`src/rtl/store_aligner_pkg.sv`:
```
// Shared store/load path definitions: funct3 size codes, store FSM states and the byte-mask helper.
package store_aligner_pkg;

  localparam logic [2:0] F3_B = 3'b000;
  localparam logic [2:0] F3_H = 3'b001;
  localparam logic [2:0] F3_W = 3'b010;

  typedef enum logic [2:0] {
    StIdle,
    StWr0,
    StWr1,
    StDone,
    StFault
  } state_e;

  // Unsupported sizes yield an empty mask.
  function automatic logic [3:0] size_mask(input logic [2:0] f3);
    case (f3)
      F3_B:    size_mask = 4'b0001;
      F3_H:    size_mask = 4'b0011;
      F3_W:    size_mask = 4'b1111;
      default: size_mask = 4'b0000;
    endcase
  endfunction

endpackage

```
`src/rtl/store_lane_align.sv`:
```
// Combinational lane placement: shifts store data and strobes across a two-word window.
module store_lane_align
  import store_aligner_pkg::*;
(
  input  logic [31:0] data_i,
  input  logic [2:0]  funct3_i,
  input  logic [1:0]  offset_i,
  output logic [63:0] wdata_o,
  output logic [7:0]  wstrb_o,
  output logic        split_o
);

  assign wdata_o = {32'b0, data_i} << {offset_i, 3'b000};
  assign wstrb_o = {4'b0000, size_mask(funct3_i)} << offset_i;
  assign split_o = |wstrb_o[7:4];

endmodule

```
`src/rtl/store_aligner.sv`:
```
// Store aligner: byte-lane placement, word writes over valid/ready, optional split of
// word-crossing stores (STORE_MISALIGN_SPLIT_EN; without it such stores fault).
module store_aligner
  import store_aligner_pkg::*;
#(
  parameter int unsigned ADDR_W = 32
) (
  input  logic              clk,
  input  logic              rst_n,
  input  logic              st_valid_i,
  output logic              st_ready_o,
  input  logic [ADDR_W-1:0] st_addr_i,
  input  logic [31:0]       st_data_i,
  input  logic [2:0]        funct3_i,
  output logic              st_done_o,
  output logic              st_fault_o,
  output logic              mem_we_o,
  input  logic              mem_ready_i,
  output logic [ADDR_W-1:0] mem_addr_o,
  output logic [31:0]       mem_din_o,
  output logic [3:0]        mem_wstrb_o
);

  state_e            state_q;
  logic [ADDR_W-1:0] addr_q;
  logic [31:0]       data_q;
  logic [2:0]        f3_q;

  logic              in_idle;
  logic [ADDR_W-1:0] sel_addr;
  logic [31:0]       sel_data;
  logic [2:0]        sel_f3;
  logic [63:0]       wdata;
  logic [7:0]        wstrb;
  logic              split;
  logic              legal;
  logic              reject;

  assign in_idle    = (state_q == StIdle);
  assign st_ready_o = in_idle;

  // Live inputs drive beat0 at acceptance; the captured request drives beat1 later.
  assign sel_addr = in_idle ? st_addr_i : addr_q;
  assign sel_data = in_idle ? st_data_i : data_q;
  assign sel_f3   = in_idle ? funct3_i  : f3_q;

  store_lane_align u_lane_align (
    .data_i   (sel_data),
    .funct3_i (sel_f3),
    .offset_i (sel_addr[1:0]),
    .wdata_o  (wdata),
    .wstrb_o  (wstrb),
    .split_o  (split)
  );

  assign legal = (sel_f3 == F3_B) || (sel_f3 == F3_H) || (sel_f3 == F3_W);

`ifdef STORE_MISALIGN_SPLIT_EN
  assign reject = !legal;
`else
  assign reject = !legal || split || ((sel_f3 == F3_H) && (sel_addr[1:0] == 2'b01));
  logic unused_hi;
  assign unused_hi = ^wdata[63:32];
`endif

  always_ff @(posedge clk or negedge rst_n) begin
    if (!rst_n) begin
      state_q     <= StIdle;
      addr_q      <= '0;
      data_q      <= '0;
      f3_q        <= '0;
      mem_we_o    <= 1'b0;
      mem_addr_o  <= '0;
      mem_din_o   <= '0;
      mem_wstrb_o <= '0;
      st_done_o   <= 1'b0;
      st_fault_o  <= 1'b0;
    end else begin
      st_done_o  <= 1'b0;
      st_fault_o <= 1'b0;
      unique case (state_q)
        StIdle: begin
          if (st_valid_i) begin
            addr_q <= st_addr_i;
            data_q <= st_data_i;
            f3_q   <= funct3_i;
            if (reject) begin
              st_done_o  <= 1'b1;
              st_fault_o <= 1'b1;
              state_q    <= StFault;
            end else begin
              mem_addr_o  <= {st_addr_i[ADDR_W-1:2], 2'b00};
              mem_din_o   <= wdata[31:0];
              mem_wstrb_o <= wstrb[3:0];
              mem_we_o    <= 1'b1;
              state_q     <= StWr0;
            end
          end
        end
        StWr0: begin
          if (mem_ready_i) begin
`ifdef STORE_MISALIGN_SPLIT_EN
            if (split) begin
              mem_addr_o  <= mem_addr_o + ADDR_W'(4);
              mem_din_o   <= wdata[63:32];
              mem_wstrb_o <= wstrb[7:4];
              state_q     <= StWr1;
            end else begin
              mem_we_o  <= 1'b0;
              st_done_o <= 1'b1;
              state_q   <= StDone;
            end
`else
            mem_we_o  <= 1'b0;
            st_done_o <= 1'b1;
            state_q   <= StDone;
`endif
          end
        end
`ifdef STORE_MISALIGN_SPLIT_EN
        StWr1: begin
          if (mem_ready_i) begin
            mem_we_o  <= 1'b0;
            st_done_o <= 1'b1;
            state_q   <= StDone;
          end
        end
`endif
        StDone:  state_q <= StIdle;
        StFault: state_q <= StIdle;
        default: begin
          mem_we_o <= 1'b0;
          state_q  <= StIdle;
        end
      endcase
    end
  end

endmodule

```
`config.mk`:
```
export PLATFORM = sky130hd
export DESIGN_NAME = store_aligner
export DESIGN_NICKNAME = d
export VERILOG_FILES = /design/src/rtl/store_aligner_pkg.sv /design/src/rtl/store_lane_align.sv /design/src/rtl/store_aligner.sv
export SDC_FILE = /design/constraint.sdc
export NUM_CORES = 1
export LEC_CHECK = 0
export CAP_MARGIN = 20
export CORE_UTILIZATION = 48
export DETAILED_ROUTE_END_ITERATION = 12
export PLACE_DENSITY = 0.77
export REMOVE_ABC_BUFFERS = 1
export SLEW_MARGIN = 20
export SYNTH_ARGS = -nofsm -noshare
export SYNTH_HDL_FRONTEND = slang
export SYNTH_SLANG_ARGS = --single-unit
```
`constraint.sdc`:
```
create_clock -name clk -period 2.35 [get_ports clk]
set_clock_uncertainty 0.1 [all_clocks]
set_input_delay 0.47 -clock clk [delete_from_list [all_inputs] [get_ports clk]]
set_output_delay 0.47 -clock clk [all_outputs]
set_load 0.02 [all_outputs]
```
# Word level (Yosys, flattened, before mapping)
# Index checks and enable logic that the tools add are counted.
# word_totals
regBits,109
latch_bits,0
ramBits,0
romBits,0
input_bits,71
output_inout_bits,72
word_cells,54
memories,0
# classes
add_sub_neg,0
mul,0
div,0
order_cmp,0
eq_ne,9
shifts,2
n_mux,17
n_bitwise,2
reduce_logical,14
# op_table
op,n
$mux W32,1
$shl A32 B5 Y32,1
$mux W3,4
$pmux W4 S3,1
$shl A4 B2 Y8,1
$mux W1,7
$eq A3 B1 Y1 const B,2
$eq A3 B2 Y1 const B,2
$logic_not A3 Y1,2
$ne A2 B2 Y1 const B,3
$pmux W3 S2,1
$logic_or A1 B1 Y1,4
$reduce_and A2 Y1,2
$reduce_and A4 Y1,1
$reduce_or A4 Y1,1
$eq A3 B3 Y1 const B,1
$pmux W1 S3,1
$reduce_and A3 Y1,1
$eq A2 B1 Y1 const B,1
$mux W2,1
$not A1 Y1,2
$pmux W1 S2,1
$reduce_or A2 Y1,1
$logic_and A1 B1 Y1,1
$logic_not A1 Y1,1

# Longest topological paths before layout
# depth
word_depth,11
mapped_depth,9
ltp_nobuf,5

# Modules after synthesis
# A second synthesis with hierarchy kept.
# hier_totals
hier_cells,433
hier_area_um2,5626.6
# by_module_without_submodules
module,n_inst,cells_per_inst,area_per_inst_um2,seq_area_each_um2
store_aligner,1,286,4644.5,2727.6
store_lane_align,1,147,982.2,0.0

# Worst setup path before layout
# Ideal clock, no wire load.
# synth_path
path_type,register to register
start,register state_q[1]
end,register mem_addr_o[10]
setup_time_ns,0.125
t_arrival_ns,1.921
required_time_ns,2.125
path_slack_ns,0.204
stages_incl_launch_ff,8
path_buffers,3
synth_period_minus_slack_ns,2.146
cell_sequence,dfrtp_1 > or4b_1 > clkbuf_1 > nor2_4 > and2_4 > buf_6 > buf_6 > mux2_4
# synth_via
elab_chain_cells,10
word_cells_on_any_way,18
cone_classes,eq/ne (3); shift (1); mux (3); bitwise (1); reduce/logical (10)
# synth_rtl
item,line,source
start: declaration,store_aligner.sv:24,state_e state_q;
start signal: assignment,store_aligner.sv:68,state_q <= StIdle;
start signal: assignment,store_aligner.sv:90,state_q <= StFault;
start signal: assignment,store_aligner.sv:96,state_q <= StWr0;
$logic_not A3 Y1 (*),"store_aligner.sv:39, store_aligner.sv:81",
$mux W3,store_aligner.sv:45,assign sel_f3 = in_idle ? funct3_i : f3_q;
$eq A3 B2 Y1 (tied with other cells),"store_aligner_pkg.sv:18, store_aligner.sv:56",
$pmux W4 S3 / $logic_or A1 B1 Y1 (equally long branches),"store_aligner_pkg.sv:18, store_aligner.sv:56",
$shl A4 B2 Y8 / $logic_or A1 B1 Y1 (equally long branches),"store_lane_align.sv:14, store_aligner.sv:56",
$reduce_or A4 Y1 / $logic_not A1 Y1 (equally long branches),"store_lane_align.sv:15, store_aligner.sv:61",
$logic_or A1 B1 Y1 (2 in a row),store_aligner.sv:61,assign reject = !legal || split || ((sel_f3 == F3_H) && (sel_addr[1:0] == 2'b01));
$not A1 Y1 (no line),n/a,
$reduce_and A3 Y1 (no line) (*),n/a,
end signal: assignment,store_aligner.sv:92,"mem_addr_o <= {st_addr_i[ADDR_W-1:2], 2'b00};"
end: declaration,store_aligner.sv:19,"output logic [ADDR_W-1:0] mem_addr_o,"
# Every way passes the cells marked *; elsewhere a longest branch is shown, timed or not.
# A chain may end at the register's enable or synchronous reset.

# Worst setup path after layout
# layout_path
start,input port st_valid_i
end,register mem_addr_o[31]
# layout_via
elab_chain_cells,1
# layout_rtl
item,line,source
start: declaration,store_aligner.sv:10,"input logic st_valid_i,"
$reduce_and A3 Y1 (no line),n/a,
# Every way passes these cells.

==> flow_summary_export.csv <==
group,metric,value,unit
critical_path,reg2reg_depth,5,
yosys,synth-simple-area-share,0.0681,
floorplan,die_x,105,um
power,power_density,1430,nW/um^2
yosys,synth_top_family_by_area,"multiplexers",
global_route,grt_antenna_before_repair,0,
detailed_routing,ant_nets,0,
critical_path,cp-start-kind,"input port",
clock_network,h-tree-depth,3,
floorplan,io_pins,143,
global_route,overflow,0,
yosys,synth-main-ff-cell,"dfrtp_1",
clock_network,clkSinkCount,101,
yosys,ys_top_cells_by_count,"dfrtp_1, mux2i_1, mux2_2",
yosys,synth_compound_area_frac,0.105,
floorplan,row_count,37,
power,ir_drop,0.814,mV
critical_path,path_class,"in2reg",
detailed_routing,vias_per_cell,5.61,
cells_and_area,antenna_cells,0,
placed_design,io_buffers,140,
detailed_routing,wl_per_cell,18.8,um
critical_path,cp.depth,6,
cells_and_area,fillers,786,
clock_network,numCtsBuffers,9,
clock_network,clk_latency,0.37,ns
timing,slew_headroom,0.554,
timing,fin_crit_sh,0.946,
flow_run,maxCapViolCount,0,
yosys,syn_inst,406,
placed_design,hpwl,9290,um
timing,min_period,2.22,ns
clock_network,cts.clk_slew.worst_paths,0.09,ns
yosys,muxShareOfSynthArea,0.292,
cells_and_area,synthToLayoutAreaGrowth,36.8,%
detailed_routing,first_pass_iters,4,
timing,setup_violations,0,
critical_path,path_max_fanout,29,
critical_path,path_cells,"clkdlybuf4s50_1, or4b_1, nor2_4, and2_4, buf_12, mux2_2",
hold_path,hp-class,"in2async",
clock_network,cts_tree,"built",
timing,drv_slew,0,
floorplan,die_y,105,um
yosys,syn_avg_cell_area,12.6,sq um
critical_path,cpLargestDelayFamily,"simple AND/OR/NAND/NOR gates",
placed_design,finalWeightedCongestion,0.836,
clock_network,cts_setup_buffers,0,
critical_path,required,2.51,ns
timing,clock.fmax,0.450,GHz
yosys,synth_most_common_cell,"dfrtp_1",
detailed_routing,routed_wl,13100,um
yosys,netlist_top_cells_area,"dfrtp_1, mux2_2, mux2i_1",
critical_path,cpMaxStageDelayCell,"or4b_1",
cells_and_area,layout-drive-gt1-share,0.238,
detailed_routing,dr.first_iter.drc_count,211,
floorplan,core,10300,sq um
cells_and_area,fin_util,0.679,
critical_path,arrival,2.38,ns
yosys,synth.top_cell.area_share,0.493,
global_route,track_usage,0.246,
cells_and_area,final_area,7010,sq um
yosys,syn_area,5130,sq um
clock_network,cts_max_path_buffers,2,
global_route,grt_pass1_vias,3991,
critical_path,ff2ff_setup_slack,0.14,ns
timing,hold_viol_final,0,
yosys,synthArstFlopShare,1.00,
clock_network,root_buffer,"clkbuf_8",
detailed_routing,drc_errors,0,
critical_path,slowest_delay,0.52,ns
cells_and_area,multi_input_area,2400,sq um
yosys,ys_ff_latch,101,
global_route,grt_first_pass_wirelength,20900,um
floorplan,start_util,0.497,
critical_path,critPathBufInv,2,
yosys,yosysSeqAreaShare,0.493,
placed_design,place_area,6800,sq um
yosys,synth_enable_flop_cells,0,
status,status,"finished clean",
yosys,synthDistinctLibCells,41,
yosys,synth_xor_area_frac,0,
cells_and_area,regArea,2530,sq um
detailed_routing,dr_total_vias,3921,
critical_path,crit_path_end_kind,"flop",
floorplan,dieArea,11100,sq um
cells_and_area,fin_nets,629,
timing,grt_setup_unrepaired,"no",
timing,worst_pin_slew,0.670,ns
power,leakage,0.00302,uW
yosys,ys.warnings.count,0,
timing,tns,0,ns
global_route,grt_max_degree,53,
yosys,synthAdderAreaFrac,0,
yosys,yosysTopAreaCell,"dfrtp_1",
==> cells by family after synthesis <==
family / Yosys count
AO/OA/AOI/OAI: 72
buffers and inverters: 36
flip-flops: 101
multiplexers: 127
other: 1
AND/OR/NAND/NOR: 69
==> power by group <==
part	total [uW]	leakage, uW	switching [uW]	internal [uW]
Clock	1160	0.000106	586	579
Combinational	5660	0.00169	2720	2940
Sequential	3230	0.00122	640	2590
==> layout make-up <==
cell class              instances  share of cell area
clock inverters                 3             0.00606
inverters                       3             0.00178
flip-flops and latches        101               0.360
repair buffers                173               0.241
clock buffers                  13              0.0241
multi-input cells             270               0.342
well taps                     136              0.0243
==> placed cells by master, fill, tap and decap left out, drive strengths merged, types with 2 or more instances in the layout <==
cell type,instances
a31oi,12
a211o,8
o311ai,2
buf,34
inv,2
o2bb2ai,10
mux2i,51
clkinv,2
dfrtp,101
conb,2
nor4b,2
o21ai,4
clkbuf,14
a211oi,16
nand3,8
nor2b,8
clkdlybuf4s50,138
o21a,2
or3,2
a21oi,11
o221ai,2
a2111oi,2
nor3,6
nand2,34
mux2,76
nor2,3
==> worst reg2reg max path, stage by stage, from the launching register on <==
cell     delay [ns]
dfrtp_1        0.44
or3_1          0.48
buf_12         0.21
mux2_4         0.44
a211o_1        0.30
a31oi_1        0.17
==> metal layers <==
| metal | wire length (um) | share of wire | track usage | vias up |
|---|---|---|---|---|
| li1 | - | - | - | 1796 |
| met1 | 5650 | 0.43 | 0.322 | 2003 |
| met2 | 6760 | 0.51 | 0.414 | 107 |
| met3 | 534 | 0.041 | 0.0439 | 15 |
| met4 | 191 | 0.015 | 0.0785 | 0 |
| met5 | 0 | 0 | 0 | - |
==> registers in the layout (all words and copies together) (netlist names) <==
name	cells
data_q	24
mem_wstrb_o	4
mem_addr_o	30
addr_q	2
st_done_o	1
st_fault_o	1
mem_din_o	32
f3_q	3
state_q	3
mem_we_o	1
==> timing repair <==
action / in CTS / in global routing
resized for setup: 2 / 3
setup endpoints to repair: 1 / 3
hold buffers: 0 / 0
pin swaps: 0 / 0
==> path summary, 6_finish.rpt <==
kind / startpoint / endpoint
setup / recovery: st_valid_i / mem_addr_o[31]
hold reg to reg: mem_din_o[2] / mem_din_o[2]
hold / removal: rst_n / mem_din_o[29]
min in group clk: mem_din_o[2] / mem_din_o[2]
max in group asynchronous: rst_n / mem_addr_o[26]
setup reg to reg: state_q[1] / mem_din_o[21]
==> stage by stage <==
| step | setup slack, ns | instances | hold slack (ns) | power [uW] |
|---|---|---|---|---|
| CTS | 0.00275 | 699 | 0.0425 | 10100 |
| global route | 0.0592 | 699 | 0.0682 | 10600 |
| global placement | -0.235 | 683 | 0.375 | 8770 |
| detailed placement | -0.255 | 683 | 0.373 | 8910 |
| floorplan | -0.967 | 374 | 0.0744 | 6430 |
| finish | 0.127 | 699 | 0.0340 | 10100 |
(Power assumes the default switching activity.)
